`src/rtl/decode_stage_pkg.sv`:
```
// rtl/decode_stage_pkg.sv - shared ALU/RV32I encodings and immediate-format selects for the decode stage
package decode_stage_pkg;

   typedef enum logic [3:0] {
      ALU_ADD  = 4'd0,
      ALU_SUB  = 4'd1,
      ALU_XOR  = 4'd2,
      ALU_OR   = 4'd3,
      ALU_AND  = 4'd4,
      ALU_SLL  = 4'd5,
      ALU_SRL  = 4'd6,
      ALU_SRA  = 4'd7,
      ALU_SLT  = 4'd8,
      ALU_SLTU = 4'd9
   } alu_op_e;

   localparam logic [6:0] OPC_OP     = 7'b0110011;
   localparam logic [6:0] OPC_OP_IMM = 7'b0010011;
   localparam logic [6:0] OPC_LUI    = 7'b0110111;
   localparam logic [6:0] OPC_AUIPC  = 7'b0010111;

   localparam logic [6:0] F7_BASE = 7'b0000000;
   localparam logic [6:0] F7_ALT  = 7'b0100000;

   typedef enum logic [1:0] {
      IMM_I     = 2'd0,
      IMM_SHAMT = 2'd1,
      IMM_U     = 2'd2
   } imm_sel_e;

   // funct3 mapping shared by OP and OP-IMM when funct7 is the base encoding
   function automatic alu_op_e f3_to_alu(input logic [2:0] f3);
      case (f3)
         3'b000:  return ALU_ADD;
         3'b001:  return ALU_SLL;
         3'b010:  return ALU_SLT;
         3'b011:  return ALU_SLTU;
         3'b100:  return ALU_XOR;
         3'b101:  return ALU_SRL;
         3'b110:  return ALU_OR;
         default: return ALU_AND;
      endcase
   endfunction

endpackage

```
`src/rtl/decode_stage_if.sv`:
```
// rtl/decode_stage_if.sv - fetch, register-file, writeback and execute-slot signals of the decode stage
interface decode_stage_if;
   logic [31:0] instr_i;
   logic [31:0] pc_i;
   logic        instr_valid_i;
   logic        ready_o;
   logic        flush_i;
   logic [4:0]  rs1_addr_o;
   logic [4:0]  rs2_addr_o;
   logic [31:0] rs1_data_i;
   logic [31:0] rs2_data_i;
   logic        wb_we_i;
   logic [4:0]  wb_rd_i;
   logic [31:0] wb_data_i;
   logic        ex_valid_o;
   logic        ex_ready_i;
   logic [31:0] alu_op1_o;
   logic [31:0] alu_op2_o;
   logic [3:0]  alu_opcode_o;
   logic [4:0]  rd_o;
   logic        rd_we_o;
   logic [31:0] pc_o;
   logic        illegal_o;

   modport slave (
      input  instr_i, pc_i, instr_valid_i, flush_i, rs1_data_i, rs2_data_i,
             wb_we_i, wb_rd_i, wb_data_i, ex_ready_i,
      output ready_o, rs1_addr_o, rs2_addr_o, ex_valid_o, alu_op1_o, alu_op2_o,
             alu_opcode_o, rd_o, rd_we_o, pc_o, illegal_o
   );

   modport master (
      output instr_i, pc_i, instr_valid_i, flush_i, rs1_data_i, rs2_data_i,
             wb_we_i, wb_rd_i, wb_data_i, ex_ready_i,
      input  ready_o, rs1_addr_o, rs2_addr_o, ex_valid_o, alu_op1_o, alu_op2_o,
             alu_opcode_o, rd_o, rd_we_o, pc_o, illegal_o
   );
endinterface

```
`src/rtl/decode_stage_imm_gen.sv`:
```
// rtl/decode_stage_imm_gen.sv - combinational I / shamt / U immediate selection
module imm_gen
   import decode_stage_pkg::*;
(
   input  logic [19:0] instr_hi,
   input  imm_sel_e    sel,
   output logic [31:0] imm
);

   // instr_hi carries instr[31:12]; the low 12 bits never feed an immediate here
   always_comb begin
      imm = 32'd0;
      case (sel)
         IMM_I:     imm = {{20{instr_hi[19]}}, instr_hi[19:8]};
         IMM_SHAMT: imm = {27'd0, instr_hi[12:8]};
         IMM_U:     imm = {instr_hi, 12'd0};
         default:   imm = 32'd0;
      endcase
   end

endmodule

```
`src/rtl/decode_stage.sv`:
```
// rtl/decode_stage.sv - RV32I decode/issue into a single valid/ready execute slot with writeback forwarding
module decode_stage #(
   parameter bit FORWARD_EN = 1'b1
) (
   input logic           clk_i,
   input logic           rst_i,
   decode_stage_if.slave bus
);
   import decode_stage_pkg::*;

   logic [6:0] opcode, f7;
   logic [2:0] f3;
   logic [4:0] rs1, rs2, rd;

   assign opcode = bus.instr_i[6:0];
   assign rd     = bus.instr_i[11:7];
   assign f3     = bus.instr_i[14:12];
   assign rs1    = bus.instr_i[19:15];
   assign rs2    = bus.instr_i[24:20];
   assign f7     = bus.instr_i[31:25];

   assign bus.rs1_addr_o = rs1;
   assign bus.rs2_addr_o = rs2;

   logic [31:0] src1, src2;
   logic        fwd1, fwd2;

   assign fwd1 = FORWARD_EN && bus.wb_we_i && (bus.wb_rd_i == rs1) && (rs1 != 5'd0);
   assign fwd2 = FORWARD_EN && bus.wb_we_i && (bus.wb_rd_i == rs2) && (rs2 != 5'd0);
   assign src1 = fwd1 ? bus.wb_data_i : bus.rs1_data_i;
   assign src2 = fwd2 ? bus.wb_data_i : bus.rs2_data_i;

   imm_sel_e    imm_sel;
   logic [31:0] imm;

   assign imm_sel = (opcode == OPC_LUI || opcode == OPC_AUIPC) ? IMM_U :
                    (f3 == 3'b001 || f3 == 3'b101)              ? IMM_SHAMT : IMM_I;

   imm_gen u_imm_gen (
      .instr_hi (bus.instr_i[31:12]),
      .sel      (imm_sel),
      .imm      (imm)
   );

   logic        legal;
   alu_op_e     dec_op;
   logic [31:0] dec_op1, dec_op2;

   always_comb begin
      legal   = 1'b0;
      dec_op  = ALU_ADD;
      dec_op1 = 32'd0;
      dec_op2 = 32'd0;
      case (opcode)
         OPC_OP: begin
            dec_op1 = src1;
            dec_op2 = src2;
            if (f7 == F7_BASE) begin
               legal  = 1'b1;
               dec_op = f3_to_alu(f3);
            end else if (f7 == F7_ALT && f3 == 3'b000) begin
               legal  = 1'b1;
               dec_op = ALU_SUB;
            end else if (f7 == F7_ALT && f3 == 3'b101) begin
               legal  = 1'b1;
               dec_op = ALU_SRA;
            end
         end
         OPC_OP_IMM: begin
            dec_op1 = src1;
            dec_op2 = imm;
            case (f3)
               3'b001: begin
                  legal  = (f7 == F7_BASE);
                  dec_op = ALU_SLL;
               end
               3'b101: begin
                  legal  = (f7 == F7_BASE) || (f7 == F7_ALT);
                  dec_op = (f7 == F7_ALT) ? ALU_SRA : ALU_SRL;
               end
               default: begin
                  legal  = 1'b1;
                  dec_op = f3_to_alu(f3);
               end
            endcase
         end
         OPC_LUI: begin
            legal   = 1'b1;
            dec_op2 = imm;
         end
         OPC_AUIPC: begin
            legal   = 1'b1;
            dec_op1 = bus.pc_i;
            dec_op2 = imm;
         end
         default: legal = 1'b0;
      endcase
      // Illegal encodings of every kind issue as a harmless ADD of zeros
      if (!legal) begin
         dec_op  = ALU_ADD;
         dec_op1 = 32'd0;
         dec_op2 = 32'd0;
      end
   end

   logic        ex_valid_q, rd_we_q, illegal_q;
   logic [31:0] op1_q, op2_q, pc_q;
   logic [3:0]  opc_q;
   logic [4:0]  rd_q;
   logic        ready, accept;

   assign ready  = !ex_valid_q || bus.ex_ready_i;
   assign accept = bus.instr_valid_i && ready && !bus.flush_i;

   always_ff @(posedge clk_i) begin
      if (rst_i) begin
         ex_valid_q <= 1'b0;
         op1_q      <= 32'd0;
         op2_q      <= 32'd0;
         opc_q      <= 4'd0;
         rd_q       <= 5'd0;
         rd_we_q    <= 1'b0;
         pc_q       <= 32'd0;
         illegal_q  <= 1'b0;
      end else if (bus.flush_i) begin
         ex_valid_q <= 1'b0;
      end else if (accept) begin
         ex_valid_q <= 1'b1;
         op1_q      <= dec_op1;
         op2_q      <= dec_op2;
         opc_q      <= dec_op;
         rd_q       <= rd;
         rd_we_q    <= legal && (rd != 5'd0);
         pc_q       <= bus.pc_i;
         illegal_q  <= !legal;
      end else if (bus.ex_ready_i) begin
         ex_valid_q <= 1'b0;
      end
   end

   assign bus.ready_o      = ready;
   assign bus.ex_valid_o   = ex_valid_q;
   assign bus.alu_op1_o    = op1_q;
   assign bus.alu_op2_o    = op2_q;
   assign bus.alu_opcode_o = opc_q;
   assign bus.rd_o         = rd_q;
   assign bus.rd_we_o      = rd_we_q;
   assign bus.pc_o         = pc_q;
   assign bus.illegal_o    = illegal_q;

endmodule

```
`src/flat_wrapper.sv`:
```
// flat-port wrapper written by rule: the top's interface ports become plain ports
module decode_stage_flat import decode_stage_pkg::*;
#(
   parameter bit FORWARD_EN = 1'b1
)
  (clk_i, rst_i, bus_instr_i, bus_pc_i, bus_instr_valid_i, bus_flush_i, bus_rs1_data_i, bus_rs2_data_i, bus_wb_we_i, bus_wb_rd_i, bus_wb_data_i, bus_ex_ready_i, bus_ready_o, bus_rs1_addr_o, bus_rs2_addr_o, bus_ex_valid_o, bus_alu_op1_o, bus_alu_op2_o, bus_alu_opcode_o, bus_rd_o, bus_rd_we_o, bus_pc_o, bus_illegal_o);
  decode_stage_if bus_i ();
  input logic clk_i;
  input logic rst_i;
  input wire logic [$bits(bus_i.instr_i)-1:0] bus_instr_i;
  input wire logic [$bits(bus_i.pc_i)-1:0] bus_pc_i;
  input wire logic [$bits(bus_i.instr_valid_i)-1:0] bus_instr_valid_i;
  input wire logic [$bits(bus_i.flush_i)-1:0] bus_flush_i;
  input wire logic [$bits(bus_i.rs1_data_i)-1:0] bus_rs1_data_i;
  input wire logic [$bits(bus_i.rs2_data_i)-1:0] bus_rs2_data_i;
  input wire logic [$bits(bus_i.wb_we_i)-1:0] bus_wb_we_i;
  input wire logic [$bits(bus_i.wb_rd_i)-1:0] bus_wb_rd_i;
  input wire logic [$bits(bus_i.wb_data_i)-1:0] bus_wb_data_i;
  input wire logic [$bits(bus_i.ex_ready_i)-1:0] bus_ex_ready_i;
  output wire logic [$bits(bus_i.ready_o)-1:0] bus_ready_o;
  output wire logic [$bits(bus_i.rs1_addr_o)-1:0] bus_rs1_addr_o;
  output wire logic [$bits(bus_i.rs2_addr_o)-1:0] bus_rs2_addr_o;
  output wire logic [$bits(bus_i.ex_valid_o)-1:0] bus_ex_valid_o;
  output wire logic [$bits(bus_i.alu_op1_o)-1:0] bus_alu_op1_o;
  output wire logic [$bits(bus_i.alu_op2_o)-1:0] bus_alu_op2_o;
  output wire logic [$bits(bus_i.alu_opcode_o)-1:0] bus_alu_opcode_o;
  output wire logic [$bits(bus_i.rd_o)-1:0] bus_rd_o;
  output wire logic [$bits(bus_i.rd_we_o)-1:0] bus_rd_we_o;
  output wire logic [$bits(bus_i.pc_o)-1:0] bus_pc_o;
  output wire logic [$bits(bus_i.illegal_o)-1:0] bus_illegal_o;
  assign bus_i.instr_i = bus_instr_i;
  assign bus_i.pc_i = bus_pc_i;
  assign bus_i.instr_valid_i = bus_instr_valid_i;
  assign bus_i.flush_i = bus_flush_i;
  assign bus_i.rs1_data_i = bus_rs1_data_i;
  assign bus_i.rs2_data_i = bus_rs2_data_i;
  assign bus_i.wb_we_i = bus_wb_we_i;
  assign bus_i.wb_rd_i = bus_wb_rd_i;
  assign bus_i.wb_data_i = bus_wb_data_i;
  assign bus_i.ex_ready_i = bus_ex_ready_i;
  assign bus_ready_o = bus_i.ready_o;
  assign bus_rs1_addr_o = bus_i.rs1_addr_o;
  assign bus_rs2_addr_o = bus_i.rs2_addr_o;
  assign bus_ex_valid_o = bus_i.ex_valid_o;
  assign bus_alu_op1_o = bus_i.alu_op1_o;
  assign bus_alu_op2_o = bus_i.alu_op2_o;
  assign bus_alu_opcode_o = bus_i.alu_opcode_o;
  assign bus_rd_o = bus_i.rd_o;
  assign bus_rd_we_o = bus_i.rd_we_o;
  assign bus_pc_o = bus_i.pc_o;
  assign bus_illegal_o = bus_i.illegal_o;
  decode_stage #(.FORWARD_EN(FORWARD_EN)) u_core (.clk_i(clk_i), .rst_i(rst_i), .bus(bus_i));
endmodule
```
`config.mk`:
```
export PLATFORM = sky130hd
export DESIGN_NAME = decode_stage_flat
export DESIGN_NICKNAME = d
export VERILOG_FILES = /design/src/rtl/decode_stage_pkg.sv /design/src/rtl/decode_stage_if.sv /design/src/rtl/decode_stage_imm_gen.sv /design/src/rtl/decode_stage.sv /design/src/flat_wrapper.sv
export SDC_FILE = /design/constraint.sdc
export NUM_CORES = 1
export LEC_CHECK = 0
export ABC_CLOCK_PERIOD_IN_PS = 1600
export CAP_MARGIN = 40
export CORE_AREA = 3 3 111 113
export CTS_CLUSTER_DIAMETER = 150
export CTS_CLUSTER_SIZE = 14
export DETAILED_ROUTE_END_ITERATION = 12
export DIE_AREA = 0 0 114 116
export DONT_BUFFER_PORTS = 1
export PLACE_DENSITY = 0.71
export REMOVE_ABC_BUFFERS = 1
export SYNTH_ARGS = -nofsm -noshare
export SYNTH_HDL_FRONTEND = slang
export SYNTH_SLANG_ARGS = --single-unit
```
`constraint.sdc`:
```
create_clock -name clk_i -period 1.6 [get_ports clk_i]
set_input_delay 0.24 -clock clk_i [delete_from_list [all_inputs] [get_ports clk_i]]
set_output_delay 0.24 -clock clk_i [all_outputs]
set_load 0.005 [all_outputs]
```
# [Yosys cells after proc, flatten, opt, wreduce, memory -nomap -nowiden]
# Index checks and enable logic that the tools add are counted.
[op_classes] n_mux=25 n_bitwise=1 eq_ne=15 n_reduce_logical=28
[op_table] cell="$mux W32" n=4
[op_table] cell="$pmux W32 S2" n=2
[op_table] cell="$pmux W32 S3" n=1
[op_table] cell="$pmux W4 S7" n=1
[op_table] cell="$eq A7 B6 Y1 const B" n=3
[op_table] cell="$pmux W4 S5" n=1
[op_table] cell="$pmux W4 S2" n=2
[op_table] cell="$reduce_bool A5 Y1" n=3
[op_table] cell="$eq A7 B5 Y1 const B" n=2
[op_table] cell="$mux W4" n=3
[op_table] cell="$eq A5 B5 Y1" n=2
[op_table] cell="$eq A3 B3 Y1 const B" n=3
[op_table] cell="$logic_and A1 B1 Y1" n=9
[op_table] cell="$logic_not A7 Y1" n=1
[op_table] cell="$mux W1" n=7
[op_table] cell="$eq A3 B2 Y1 const B" n=2
[op_table] cell="$reduce_or A2 Y1" n=3
[op_table] cell="$logic_or A1 B1 Y1" n=4
[op_table] cell="$eq A3 B1 Y1 const B" n=1
[op_table] cell="$logic_not A1 Y1" n=3
[op_table] cell="$logic_not A3 Y1" n=1
[op_table] cell="$mux W3" n=1
[op_table] cell="$pmux W1 S3" n=1
[op_table] cell="$reduce_or A3 Y1" n=1
[op_table] cell="8 further kinds" n=8
[word_totals] reg_bits=108 output_inout_bits=119 in_bits=171

# [Depth between registers and ports, before layout]
# Gate-level depths: netlist of run 1.
[logic_depth] ltp_word=8 depth_mapped=8 ltp_nobuf=6

# [Modules after synthesis]
# Synthesis of run 1 repeated with hierarchy kept, for this count alone.
[unflattened] cells_unflattened=793 hier_area_um2=6575.1
[by_module_without_submodules] mod="decode_stage" n_inst=1 area_each_um2=6204.7 cells_each=733 seq_area_each_um2=2162.1
[by_module_without_submodules] mod="imm_gen" n_inst=1 area_each_um2=370.4 cells_each=60 seq_area_each_um2=0.0

# [Worst setup path before layout of run 1]
# Ideal clock, no wire load.
[synth_timing] path_kind="register -> register" startpoint="register u_core.ex_valid_q, in the netlist u_core.bus.ex_valid_o" endpoint="register u_core.op1_q[10], in the netlist u_core.bus.alu_op1_o[10]" path_stages_with_launch=9 path_buffers=2 arrival_time_ps=1693 setup_time_ps=69 required_ps=1531 slack_ps=-162 cell_sequence="dfxtp_1 -> nor2b_1 -> inv_1 -> nand3b_1 -> buf_2 -> nor4_2 -> clkbuf_1 -> a22oi_1 -> o21ai_1"
[synth_between] elab_chain_len=5
[synth_rtl] item="from (decl)" line="decode_stage.sv:106" rtl="logic ex_valid_q, rd_we_q, illegal_q;"
[synth_rtl] item="from (signal assigned)" line="decode_stage.sv:117" rtl="ex_valid_q <= 1'b0;"
[synth_rtl] item="from (signal assigned)" line="decode_stage.sv:126" rtl="ex_valid_q <= 1'b0;"
[synth_rtl] item="from (signal assigned)" line="decode_stage.sv:128" rtl="ex_valid_q <= 1'b1;"
[synth_rtl] item="$logic_not A1 Y1" line="decode_stage.sv:112" rtl="assign ready = !ex_valid_q || bus.ex_ready_i;"
[synth_rtl] item="$logic_or A1 B1 Y1" line="decode_stage.sv:112"
[synth_rtl] item="net bus_ready_o" line="flat_wrapper.sv:20" rtl="output wire logic [$bits(bus_i.ready_o)-1:0] bus_ready_o;"
[synth_rtl] item="$logic_and A1 B1 Y1 (2 in a row)" line="decode_stage.sv:113" rtl="assign accept = bus.instr_valid_i && ready && !bus.flush_i;"
[synth_rtl] item="$reduce_and A2 Y1 (no source line)"
[synth_rtl] item="to (signal assigned)" line="decode_stage.sv:129" rtl="op1_q <= dec_op1;"
[synth_rtl] item="to (decl)" line="decode_stage.sv:107" rtl="logic [31:0] op1_q, op2_q, pc_q;"
# The timed path passes the listed nets, and every way through them passes these cells.
# A chain may end at the register's enable or synchronous reset.

# [Worst setup path after layout of run 1]
[layout_timing] startpoint="register u_core.ex_valid_q, in the netlist u_core.bus.ex_valid_o" endpoint="register u_core.op1_q[28], in the netlist u_core.bus.alu_op1_o[28]"
[layout_between] elab_chain_len=5
[layout_rtl] item="$logic_not A1 Y1" line="decode_stage.sv:112"
[layout_rtl] item="$logic_or A1 B1 Y1" line="decode_stage.sv:112"
[layout_rtl] item="$logic_and A1 B1 Y1 (2 in a row)" line="decode_stage.sv:113"
[layout_rtl] item="$reduce_and A2 Y1 (no source line)"
# Every way passes these cells.

==> impl_metrics.tcl, run 1 <==
set metrics [dict create \
    dp_hpwl_um 15190 \
    die-height_um 116 \
    run_status "complete, but fails checks" \
    synth_warnings 0 \
    cts_buffers 9 \
    skew_ps 5.666 \
    fmax_mhz 560.3 \
    synth_cell_types 48 \
    avgRoutedWirePerCell_um 25.74 \
    drt_wl_total_um 22170 \
    drcViolationCount 0 \
    swShare_pct 25.27 \
    std_cell_rows 39 \
    grt_max_degree 71 \
    antenna_found_initial 0 \
    syn_to_final_growth_pct 19.68 \
    clockRootBuffer "clkbuf_16" \
    hold_path.class "in -> reg" \
    intPower_uw 4304 \
    max_stage_delay_ps 320 \
    crit_chain "nor2b_4 -> inv_2 -> nand3b_1 -> buf_12 -> a2111oi_4 -> buf_6 -> nand2_8 -> clkbuf_16 -> o21ai_1" \
    ant_nets 0 \
    cp_slowest_cell "dfxtp_2" \
    m1WireLength_um 8347 \
    worst_r2r_path_depth 9 \
    synthCells 714 \
    timing.rr.end "u_core.bus.alu_op1_o[28]$_SDFFE_PP0P_" \
    antennaDiodeCount 0 \
    cp.required_ps 1880 \
    post-route-worst-setup-slack_ps -184.7 \
    placed_area_um2 6292 \
    p_per_area_nw_per_um2 816.4 \
    drv_slew 0 \
    switchingPower_uw 1456 \
    hp-start "bus_pc_i[0]" \
    start_util_pct 51.62 \
    io_buffers 0 \
    setup_viol 68 \
    final_nets 886 \
    clkTransAtPathRegs_ps 70 \
    grt_pass1_wl_um 31770 \
    overflow 0 \
    fin_crit_sh_pct 111.5 \
    vias 5929 \
    route.met2.wl_um 11090 \
    routabilityCongestion 0.8955 \
    critPathCaptureType "flop" \
    drt_iter0_drc 539 \
    ys_ff_latch 108 \
    timing.rr.start "u_core.bus.ex_valid_o$_SDFFE_PP0P_" \
    post-route-min-period_ps 1785 \
    core_um2 11420 \
    maxCapViolCount 0 \
    violations "setup timing" \
    tightest_slew_ps 506.7 \
    rsz0062_at_grt "true" \
    critPathArrivalTime_ps 2070 \
    p_comb_share_pct 12.8 \
    viasPerCell 6.886 \
    syn_area_per_cell_um2 8.255 \
    critPathMaxFanout 14 \
    start_kind "flop" \
    synth_area_um2 5894 \
    clock_path_buffers 2 \
    p_leak_uw 0.002505 \
    hold_viol_final 0 \
    final_layout_size_suffix_gt1_share_pct 18.11 \
    rrSetupSlack_ps -180 \
    power_frac_seq_pct 48.2 \
    clock_power_share_pct 39.0 \
    holdPathEnd "u_core.bus.alu_op1_o[0]$_SDFFE_PP0P_" \
    clkSinkCount 108 \
    hold_depth 2 \
    htreeDepth 3 \
    die_w_um 114 \
    grt_usage_pct 30.47 \
    maxSlewHeadroom_pct 65.78 \
    die-area_um2 13220 \
    top_layer "met4" \
    wl_met3_um 2140 \
    clk_latency_ps 350 \
    ir_worst_vdd_uv 501.9 \
    final_cell_area_um2 7054 \
    cts_tree "yes" \
    post-place-ws_ps -228.7 \
    grt_pass1_vias 5840 \
    worstSetupStartpoint "u_core.bus.ex_valid_o$_SDFFE_PP0P_" \
    drt_pass1_iterations 7 \
    critPathKind "reg -> reg" \
    ys_seq_area_share_pct 36.68 \
    io_pins 290 \
]
[logic make-up after synthesis]
group / share of synthesized area (%)
AND/OR/NAND/NOR: 24.71
XOR/XNOR: 1.337
flip-flops: 36.68
multiplexers: 5.434
AO/OA/AOI/OAI: 24.54
buffers and inverters: 7.302
[final cells by class]
| class | instances | area (um2) |
|---|---|---|
| Multi-Input combinational cell | 517 | 3573 |
| Tap cell | 143 | 178.9 |
| Timing Repair Buffer | 71 | 817.0 |
| Fill cell | 978 | 4364 |
| Clock buffer | 12 | 256.5 |
| Inverter | 8 | 30.03 |
| Clock inverter | 2 | 35.03 |
| Sequential cell | 108 | 2163 |
[critical path, delay by kind of cell, from the launching register on]
kind            cells  cell delay, ps
simple gates        3             380
buf+inv             4             680
flops               1             320
compound gates      2             330
[repair_timing]
action	CTS	global route
hold buffers	2	1
pin swaps	18	15
endpoints found under the setup margin	86	79
setup buffers	9	1
gates cloned	2	2
gates resized for setup	29	35
hold endpoints to repair	44	43
[per-layer routing]
layer | vias up | global-route usage (%)
li1 | 2643 | -
met1 | 2867 | 36.28
met2 | 369 | 52.58
met3 | 50 | 7.624
met4 | 0 | 12.43
met5 | - | 0
[sequential cells by signal, indices dropped and copies added (netlist names)]
name,cells
u_core.bus.alu_opcode_o,4
u_core.bus.pc_o,32
u_core.bus.ex_valid_o,1
u_core.bus.rd_we_o,1
u_core.bus.alu_op1_o,32
u_core.bus.illegal_o,1
u_core.bus.rd_o,5
u_core.bus.alu_op2_o,32
[cells in the mapped netlist (all sizes together)]
| master | n | area [um2] |
|---|---|---|
| nand2 | 144 | 555.5 |
| dfxtp | 108 | 2162 |
| clkbuf | 50 | 187.7 |
| a21oi | 43 | 215.2 |
| o21ai | 43 | 215.2 |
| a22oi | 32 | 240.2 |
| and4 | 32 | 280.3 |
| mux2i | 32 | 320.3 |
| o2111ai | 32 | 280.3 |
| o31a | 32 | 280.3 |
| buf | 31 | 212.7 |
| nand3 | 31 | 155.2 |
| nand4b | 20 | 190.2 |
| nor2 | 14 | 52.55 |
| nand4 | 9 | 56.30 |
| inv | 8 | 30.03 |
| xnor2 | 8 | 70.07 |
| o211ai | 7 | 52.55 |
| nor2b | 4 | 25.02 |
| a211oi | 3 | 27.52 |
| and3 | 3 | 18.77 |
| nand2b | 3 | 18.77 |
| nor3 | 3 | 15.01 |
| nor4 | 3 | 40.04 |
| a2111oi | 2 | 55.05 |
| a221oi | 2 | 17.52 |
| a32oi | 2 | 17.52 |
| nand3b | 2 | 15.01 |
| or2 | 2 | 12.52 |
| and2 | 1 | 6.260 |
| nor3b | 1 | 7.510 |
| o211a | 1 | 10.01 |
| o21a | 1 | 7.510 |
| o22a | 1 | 8.760 |
| o311a | 1 | 10.01 |
| o41ai | 1 | 8.760 |
| or4 | 1 | 7.510 |
| xor2 | 1 | 8.760 |
[power by group through the flow]
| stage | clock [uW] | sequential, uW | combinational (uW) |
|---|---|---|---|
| 2_1_floorplan | 0 | 2830 | 379 |
| 3_3_place_gp | 0 | 2840 | 639 |
| 3_5_place_dp | 0 | 2840 | 657 |
| 4_1_cts | 2270 | 2780 | 677 |
| 5_1_grt | 2380 | 2780 | 785 |
| 6_report | 2250 | 2770 | 737 |
[layout by cell type (no fill, tap or decap), types with 3 or more instances in the layout]
cell type | Yosys | final
a21oi_1 | 43 | 43
a22oi_1 | 32 | 31
and3_1 | 3 | 3
and4_1 | 32 | 32
buf_12 | 0 | 15
buf_4 | 10 | 38
buf_6 | 6 | 13
clkbuf_16 | 0 | 11
dfxtp_1 | 108 | 107
inv_1 | 8 | 7
mux2i_1 | 32 | 32
nand2_1 | 142 | 142
nand2b_1 | 3 | 3
nand3_1 | 31 | 27
nand3_2 | 0 | 4
nand4_1 | 9 | 9
nand4b_1 | 19 | 19
nor2_1 | 14 | 13
nor2b_1 | 4 | 3
o2111ai_1 | 32 | 20
o2111ai_2 | 0 | 8
o2111ai_4 | 0 | 4
o211ai_1 | 7 | 7
o21ai_0 | 12 | 9
o21ai_1 | 31 | 19
o21ai_2 | 0 | 14
o31a_1 | 32 | 32
xnor2_1 | 8 | 8
[stage by stage]
step                      utilization [%]  std cells  total power, uW  setup TNS (ps)  hold WS (ps)
after floorplan                         -        633             3205         -261040         309.1
after global placement              55.11        832             3475           -6024         316.0
after detailed placement            55.11        832             3493           -9787         317.9
after CTS                           59.97        859             5725           -7511        -56.49
after global routing                61.78        861             5946          -15010         7.212
final                               61.78        861             5759           -8897         13.92
[worst max path at each step]
stage | depth (start not counted) | slack [ps] | end
after floorplan | 5 | -3320 | u_core.bus.alu_op1_o[0]$_SDFFE_PP0P_
after global placement | 8 | -160 | u_core.bus.alu_op2_o[0]$_SDFFE_PP0P_
after detailed placement | 8 | -230 | u_core.bus.alu_op2_o[10]$_SDFFE_PP0P_
after CTS | 8 | -170 | u_core.bus.alu_op2_o[1]$_SDFFE_PP0P_
after global routing | 9 | -270 | u_core.bus.alu_op1_o[23]$_SDFFE_PP0P_
final | 9 | -180 | u_core.bus.alu_op1_o[28]$_SDFFE_PP0P_
(Power assumes the default switching activity.)
==> run 2: changes to the inputs <==
ABC_CLOCK_PERIOD_IN_PS = 2300   (was 1600)
PLACE_DENSITY = 0.68   (was 0.71)
clock period = 2.3 ns   (was 1.6 ns; I/O delays follow)
==> run 2 against run 1 <==
Against the previous run:
- the run now ends clean
- critical path depth is 2 lower
- hold slack better by 43 ps
- first-iteration DRC count rose by 14%
- clock skew is 2.6 ps lower
- die area unchanged
- worst setup slack better by 370 ps
- via count decreased by 3.4%
- clock power shrank 33%
- sequential power down 30%
- power shrank 33%
- sequential share of layout area increased by 3.7 points
- critical path type unchanged
- critical endpoint is now u_core.bus.alu_op1_o[0]$_SDFFE_PP0P_
==> impl_metrics.tcl, run 2 (synthesis results as in run 1) <==
set metrics [dict create \
    post-place-ws_ps 161.7 \
    drcViolationCount 0 \
    critPathMaxFanout 32 \
    routabilityCongestion 0.8970 \
    clkTransAtPathRegs_ps 70 \
    swShare_pct 26.11 \
    ant_nets 0 \
    drv_slew 0 \
    std_cell_rows 39 \
    intPower_uw 2846 \
    drt_iter0_drc 617 \
    antennaDiodeCount 0 \
    maxSlewHeadroom_pct 49.42 \
    grt_pass1_vias 5575 \
    grt_usage_pct 30.27 \
    start_kind "flop" \
    syn_to_final_growth_pct 6.623 \
    io_buffers 0 \
    vias 5725 \
    cts_tree "yes" \
    post-route-min-period_ps 2111 \
    holdWs_ps 57.11 \
    viasPerCell 6.982 \
    cts_resized 0 \
    final_cell_area_um2 6285 \
    hold_depth 1 \
    clk_latency_ps 350 \
    clock_path_buffers 2 \
    tightest_slew_ps 758.6 \
    dp_hpwl_um 14780 \
    io_pins 290 \
    layout_common_cells "nand2_1, dfxtp_1, a21oi_1" \
    grt_pass1_wl_um 31430 \
    ir_worst_vdd_uv 505.7 \
    p_per_area_nw_per_um2 612.9 \
    worstSetupStartpoint "u_core.bus.ex_valid_o$_SDFFE_PP0P_" \
    die_w_um 114 \
    setup_viol 0 \
    fmax_mhz 473.7 \
    worstPathBufferInverterCount 2 \
    p_leak_uw 0.002156 \
    antenna_found_initial 0 \
    drt_wl_total_um 21070 \
    p_comb_share_pct 11.0 \
    critPathCaptureType "flop" \
    rrSetupSlack_ps 190 \
    cts_hold_buf 0 \
    cp_top_family "simple AND/OR/NAND/NOR gates" \
    overflow 0 \
    area.sequential_um2 2162 \
    clock_power_share_pct 38.9 \
    fin_crit_sh_pct 91.78 \
    grt_max_degree 71 \
    critPathKind "reg -> reg" \
    worst_r2r_path_depth 7 \
    power_frac_seq_pct 50.1 \
    critPathCapture "u_core.bus.alu_op1_o[0]$_SDFFE_PP0P_" \
    cts_buffers 9 \
    post-route-worst-setup-slack_ps 189.0 \
    hold_path.class "in -> reg" \
    run_status "finished clean" \
    start_util_pct 51.62 \
    final_layout_size_suffix_gt1_share_pct 8.272 \
    timing.rr.start "u_core.bus.ex_valid_o$_SDFFE_PP0P_" \
    clkSinkCount 108 \
    placed_area_um2 6003 \
    max_stage_delay_ps 380 \
    cp_slowest_cell "a2111oi_4" \
    hold_viol_final 0 \
    critPathArrivalTime_ps 2380 \
    htreeDepth 3 \
    die-area_um2 13220 \
    crit_chain "nor2b_1 -> inv_1 -> nand3b_1 -> a2111oi_4 -> buf_12 -> nand2_4 -> o21ai_0" \
    avgRoutedWirePerCell_um 25.70 \
    cp_num_cells 7 \
    final_nets 843 \
    cp.required_ps 2570 \
    core_um2 11420 \
    switchingPower_uw 1006 \
    drt_pass1_iterations 5 \
    nFillCells 1085 \
    skew_ps 3.045 \
    final_common_cell "nand2_1" \
    timing.rr.end "u_core.bus.alu_op1_o[0]$_SDFFE_PP0P_" \
    p_total_uw 3852 \
    die-height_um 116 \
    postCtsSetupBuffers 0 \
    rsz0062_at_grt "false" \
    maxCapViolCount 0 \
    multi_input_area_um2 3358 \
    clockRootBuffer "clkbuf_16" \
]
[run 2: cell count changes in the layout (fill, tap and decap cells not counted), sizes merged]
cell | previous run | this run
buf | 67 | 28
bufinv | 1 | 0
clkinv | 1 | 2
dlygate4sd3 | 2 | 0
clkbuf | 14 | 13
clkinvlp | 0 | 1
[run 2: metrics by stage]
stage	setup TNS, ps	instances	util, %
6_report	0	820	55.04
5_1_grt	0	820	55.04
4_1_cts	0	820	55.04
3_5_place_dp	0	804	52.58
3_3_place_gp	0	800	52.08
2_1_floorplan	-186370	633	-
[run 2: how the worst min path moves through the flow]
stage,from,to,slack (ps)
after global routing,rst_i,u_core.bus.pc_o[11]$_SDFFE_PP0P_,50
after global placement,rst_i,u_core.bus.pc_o[25]$_SDFFE_PP0P_,420
after detailed placement,rst_i,u_core.bus.pc_o[25]$_SDFFE_PP0P_,430
after CTS,rst_i,u_core.bus.pc_o[25]$_SDFFE_PP0P_,50
after floorplan,rst_i,u_core.bus.alu_opcode_o[0]$_SDFFE_PP0P_,410
final,rst_i,u_core.bus.pc_o[6]$_SDFFE_PP0P_,60
[run 2: layout make-up]
class | count | share of cell area (%)
clock buffer | 13 | 4.141
timing repair buffer | 28 | 4.360
inverter | 8 | 0.4778
multi-input combinational | 517 | 53.43
sequential | 108 | 34.40
tap | 143 | 2.847
clock inverter | 3 | 0.3384
[run 2: layer usage]
layer	GRT usage [%]	vias to the layer above	routed length, um
li1	-	2553	-
met1	35.96	2737	7811
met2	53.20	393	10610
met3	8.460	42	2266
met4	9.264	0	382
met5	0	-	0
[run 2: power by group through the flow]
| stage | clock network [uW] | registers, uW | logic (uW) |
|---|---|---|---|
| 2_1_floorplan | 0 | 1970 | 264 |
| 3_3_place_gp | 0 | 1970 | 385 |
| 3_5_place_dp | 0 | 1970 | 414 |
| 4_1_cts | 1510 | 1930 | 414 |
| 5_1_grt | 1600 | 1930 | 459 |
| 6_report | 1500 | 1930 | 424 |
==> RTL change, RTL diff (settings of run 1) <==
`FORWARD_EN` is set to 1'b1 in 2 places; all go to 1'b0.
--- a/src/rtl/decode_stage.sv
+++ b/src/rtl/decode_stage.sv
@@ -1,6 +1,6 @@
 // rtl/decode_stage.sv - RV32I decode/issue into a single valid/ready execute slot with writeback forwarding
 module decode_stage #(
-   parameter bit FORWARD_EN = 1'b1
+   parameter bit FORWARD_EN = 1'b0
 ) (
    input logic           clk_i,
    input logic           rst_i,
--- a/src/flat_wrapper.sv
+++ b/src/flat_wrapper.sv
@@ -1,7 +1,7 @@
 // flat-port wrapper written by rule: the top's interface ports become plain ports
 module decode_stage_flat import decode_stage_pkg::*;
 #(
-   parameter bit FORWARD_EN = 1'b1
+   parameter bit FORWARD_EN = 1'b0
 )
   (clk_i, rst_i, bus_instr_i, bus_pc_i, bus_instr_valid_i, bus_flush_i, bus_rs1_data_i, bus_rs2_data_i, bus_wb_we_i, bus_wb_rd_i, bus_wb_data_i, bus_ex_ready_i, bus_ready_o, bus_rs1_addr_o, bus_rs2_addr_o, bus_ex_valid_o, bus_alu_op1_o, bus_alu_op2_o, bus_alu_opcode_o, bus_rd_o, bus_rd_we_o, bus_pc_o, bus_illegal_o);
   decode_stage_if bus_i ();
Behaviour: not the same (a bounded check fails within 4 cycles, from zero or initial values and one cycle with rst_i high).
==> RTL change against run 1 <==
The run ends with hold timing left. Utilization is 14 points lower. Largest power group unchanged. Wire length fell by 32%. Sequential cell count stayed put. Final area shrank 23%. Synthesized cell count decreased by 12%. Via count decreased by 25%. Area after synthesis shrank 14%. Worst setup slack better by 0.29 ns. Power is 6.9% lower. Maximum frequency increased by 19%.
==> RTL change: results (changes against run 1) <==
status - complete, but fails checks (unchanged)
failing checks - hold timing (was setup timing)
cells on worst reg2reg path - 6 (was 9)
met2 usage - 37.43% (was 52.58%)
Worst Hold End - u_core.bus.pc_o[21] (was u_core.bus.alu_op1_o[0])
worst vdd ir - 0.4650 mV (was 0.5019 mV)
Core Rows - 39 (unchanged)
GR Util met1 - 25.19% (was 36.28%)
Post-Route WL - 15110 microns (was 22170 microns)
dpl ws - -0.07002 ns (was -0.2287 ns)
cell family with most CP delay - simple AND/OR/NAND/NOR gates (was buffers and inverters)
Final Hold Fails - 51 (was 0)
Switch Pwr - 1.349 mW (was 1.456 mW)
vias - 4465 (was 5929)
Hold Buf Count CTS - 2 (unchanged)
Clock Path Buffers - 2 (unchanged)
worst clock skew - 0.01042 ns (was 0.005666 ns)
Area contributors post-synth - dfxtp_1 (42%), nand2_1 (13%), o2bb2ai_1 (7.9%), a21oi_1 (6.0%), a32oi_1 (5.7%) (was dfxtp_1 (37%), nand2_1 (9.0%), mux2i_1 (5.4%), and4_1 (4.8%), o2111ai_1 (4.8%))
Leak - 1.867 nW (was 2.505 nW)
dpl cell area - 0.005151 sq mm (was 0.006292 sq mm)
root buf cell - clkbuf_16 (unchanged)
ANT cells - 0 (unchanged)
share of cells above drive strength 1 - 11.39% (was 18.11%)
Hold Path Origin - rst_i (was bus_pc_i[0])
CP max-delay cell - dfxtp_1 (was dfxtp_2)
first-pass GRT wire length - 23060 microns (was 31770 microns)
Total GRT Usage - 21.63% (was 30.47%)
hold depth - 1 (was 2)
met3 usage - 8.407% (was 7.624%)
Primary FF master, synth - dfxtp_1 (unchanged)
post-synth cell types - 41 (was 48)
Post-synth top cells - nand2_1 (172), dfxtp_1 (108), a21oi_1 (61) (was nand2_1 (142), dfxtp_1 (108), clkbuf_1 (50))
worst hold path class - in -> reg (unchanged)
CTS buffer count - 9 (unchanged)
largest net degree at the start of global routing - 97 (was 71)
RD Place Congestion - 0.7876 (was 0.8955)
Detail Placement HPWL - 10430 microns (was 15190 microns)
FF-to-FF End - u_core.bus.alu_op2_o[15] (was u_core.bus.alu_op1_o[28])
placed cell count - 713 (was 832)
Syn Area/Cell - 8.140 sq um (was 8.255 sq um)
Rel. slew slack - 59.47% (was 65.78%)
fin nets - 754 (was 886)
crit-path max cell delay - 0.31 ns
vias per cell - 6.108 (was 6.886)
initial antenna violation count - 0 (unchanged)
YS warnings - 0 (unchanged)
Worst Path Arrival - 1.76 ns (was 2.07 ns)
drt first pass iters - 4 (was 7)
final worst hold slack - -0.04104 ns (was 0.01392 ns)
Initial DRC Count - 354 (was 539)
worst r2r src - u_core.bus.ex_valid_o (unchanged)
crit path max fanout - 20 (was 14)
sequential share of the synthesized area - 42.50% (was 36.68%)
IO buf count - 0 (unchanged)
[RTL change: worst max path at each step]
stage          slack [ns]                  endpoint                   from
3_5_place_dp        -0.07  u_core.bus.alu_op2_o[15]        bus_instr_i[14]
4_1_cts              0.09  u_core.bus.alu_op2_o[15]  u_core.bus.ex_valid_o
6_report             0.10  u_core.bus.alu_op2_o[15]  u_core.bus.ex_valid_o
2_1_floorplan       -3.12  u_core.bus.alu_op2_o[15]  u_core.bus.ex_valid_o
3_3_place_gp        -0.03  u_core.bus.alu_op2_o[15]        bus_instr_i[14]
5_1_grt             0.003  u_core.bus.alu_op2_o[31]  u_core.bus.ex_valid_o
[RTL change: logic make-up after synthesis]
family	synth area share, %
multiplexers	1.205
AO/OA/AOI/OAI	30.13
AND/OR/NAND/NOR	18.84
flip-flops	42.50
buffers and inverters	7.329
[RTL change: layout make-up]
type | count | area, sq um
well taps | 143 | 178.9
inverters | 4 | 15.01
repair buffers | 20 | 242.7
multi-input cells | 440 | 2572
flip-flops and latches | 108 | 2162
clock buffers | 9 | 225.2
clock inverters | 7 | 60.06
fillers | 1108 | 5962
[RTL change: timing repair]
action,in CTS,in global routing
hold endpoints to repair,93,91
resized for setup,0,0
setup buffers,0,0
[RTL change: layer usage]
| layer | part of all wire (%) | wire length (microns) | vias up |
|---|---|---|---|
| met5 | 0 | 0 | - |
| met4 | 0.89 | 134 | 0 |
| met1 | 38 | 5737 | 2096 |
| met3 | 12 | 1744 | 16 |
| li1 | - | - | 2108 |
| met2 | 50 | 7496 | 245 |
[RTL change: stage by stage]
| step | TNS (ns) | hold slack (ns) |
|---|---|---|
| 2_1_floorplan | -216.53 | 0.3046 |
| 3_3_place_gp | -0.03335 | 0.3147 |
| 3_5_place_dp | -0.8116 | 0.3204 |
| 4_1_cts | 0 | -0.05235 |
| 5_1_grt | 0 | -0.05492 |
| 6_report | 0 | -0.04104 |
[RTL change: power groups by stage]
stage,clock [mW],sequential (mW),combinational (mW)
finish,2.13,2.78,0.457
global route,2.29,2.78,0.509
CTS,2.17,2.78,0.458
detailed placement,0,2.84,0.455
global placement,0,2.84,0.440
floorplan,0,2.83,0.307
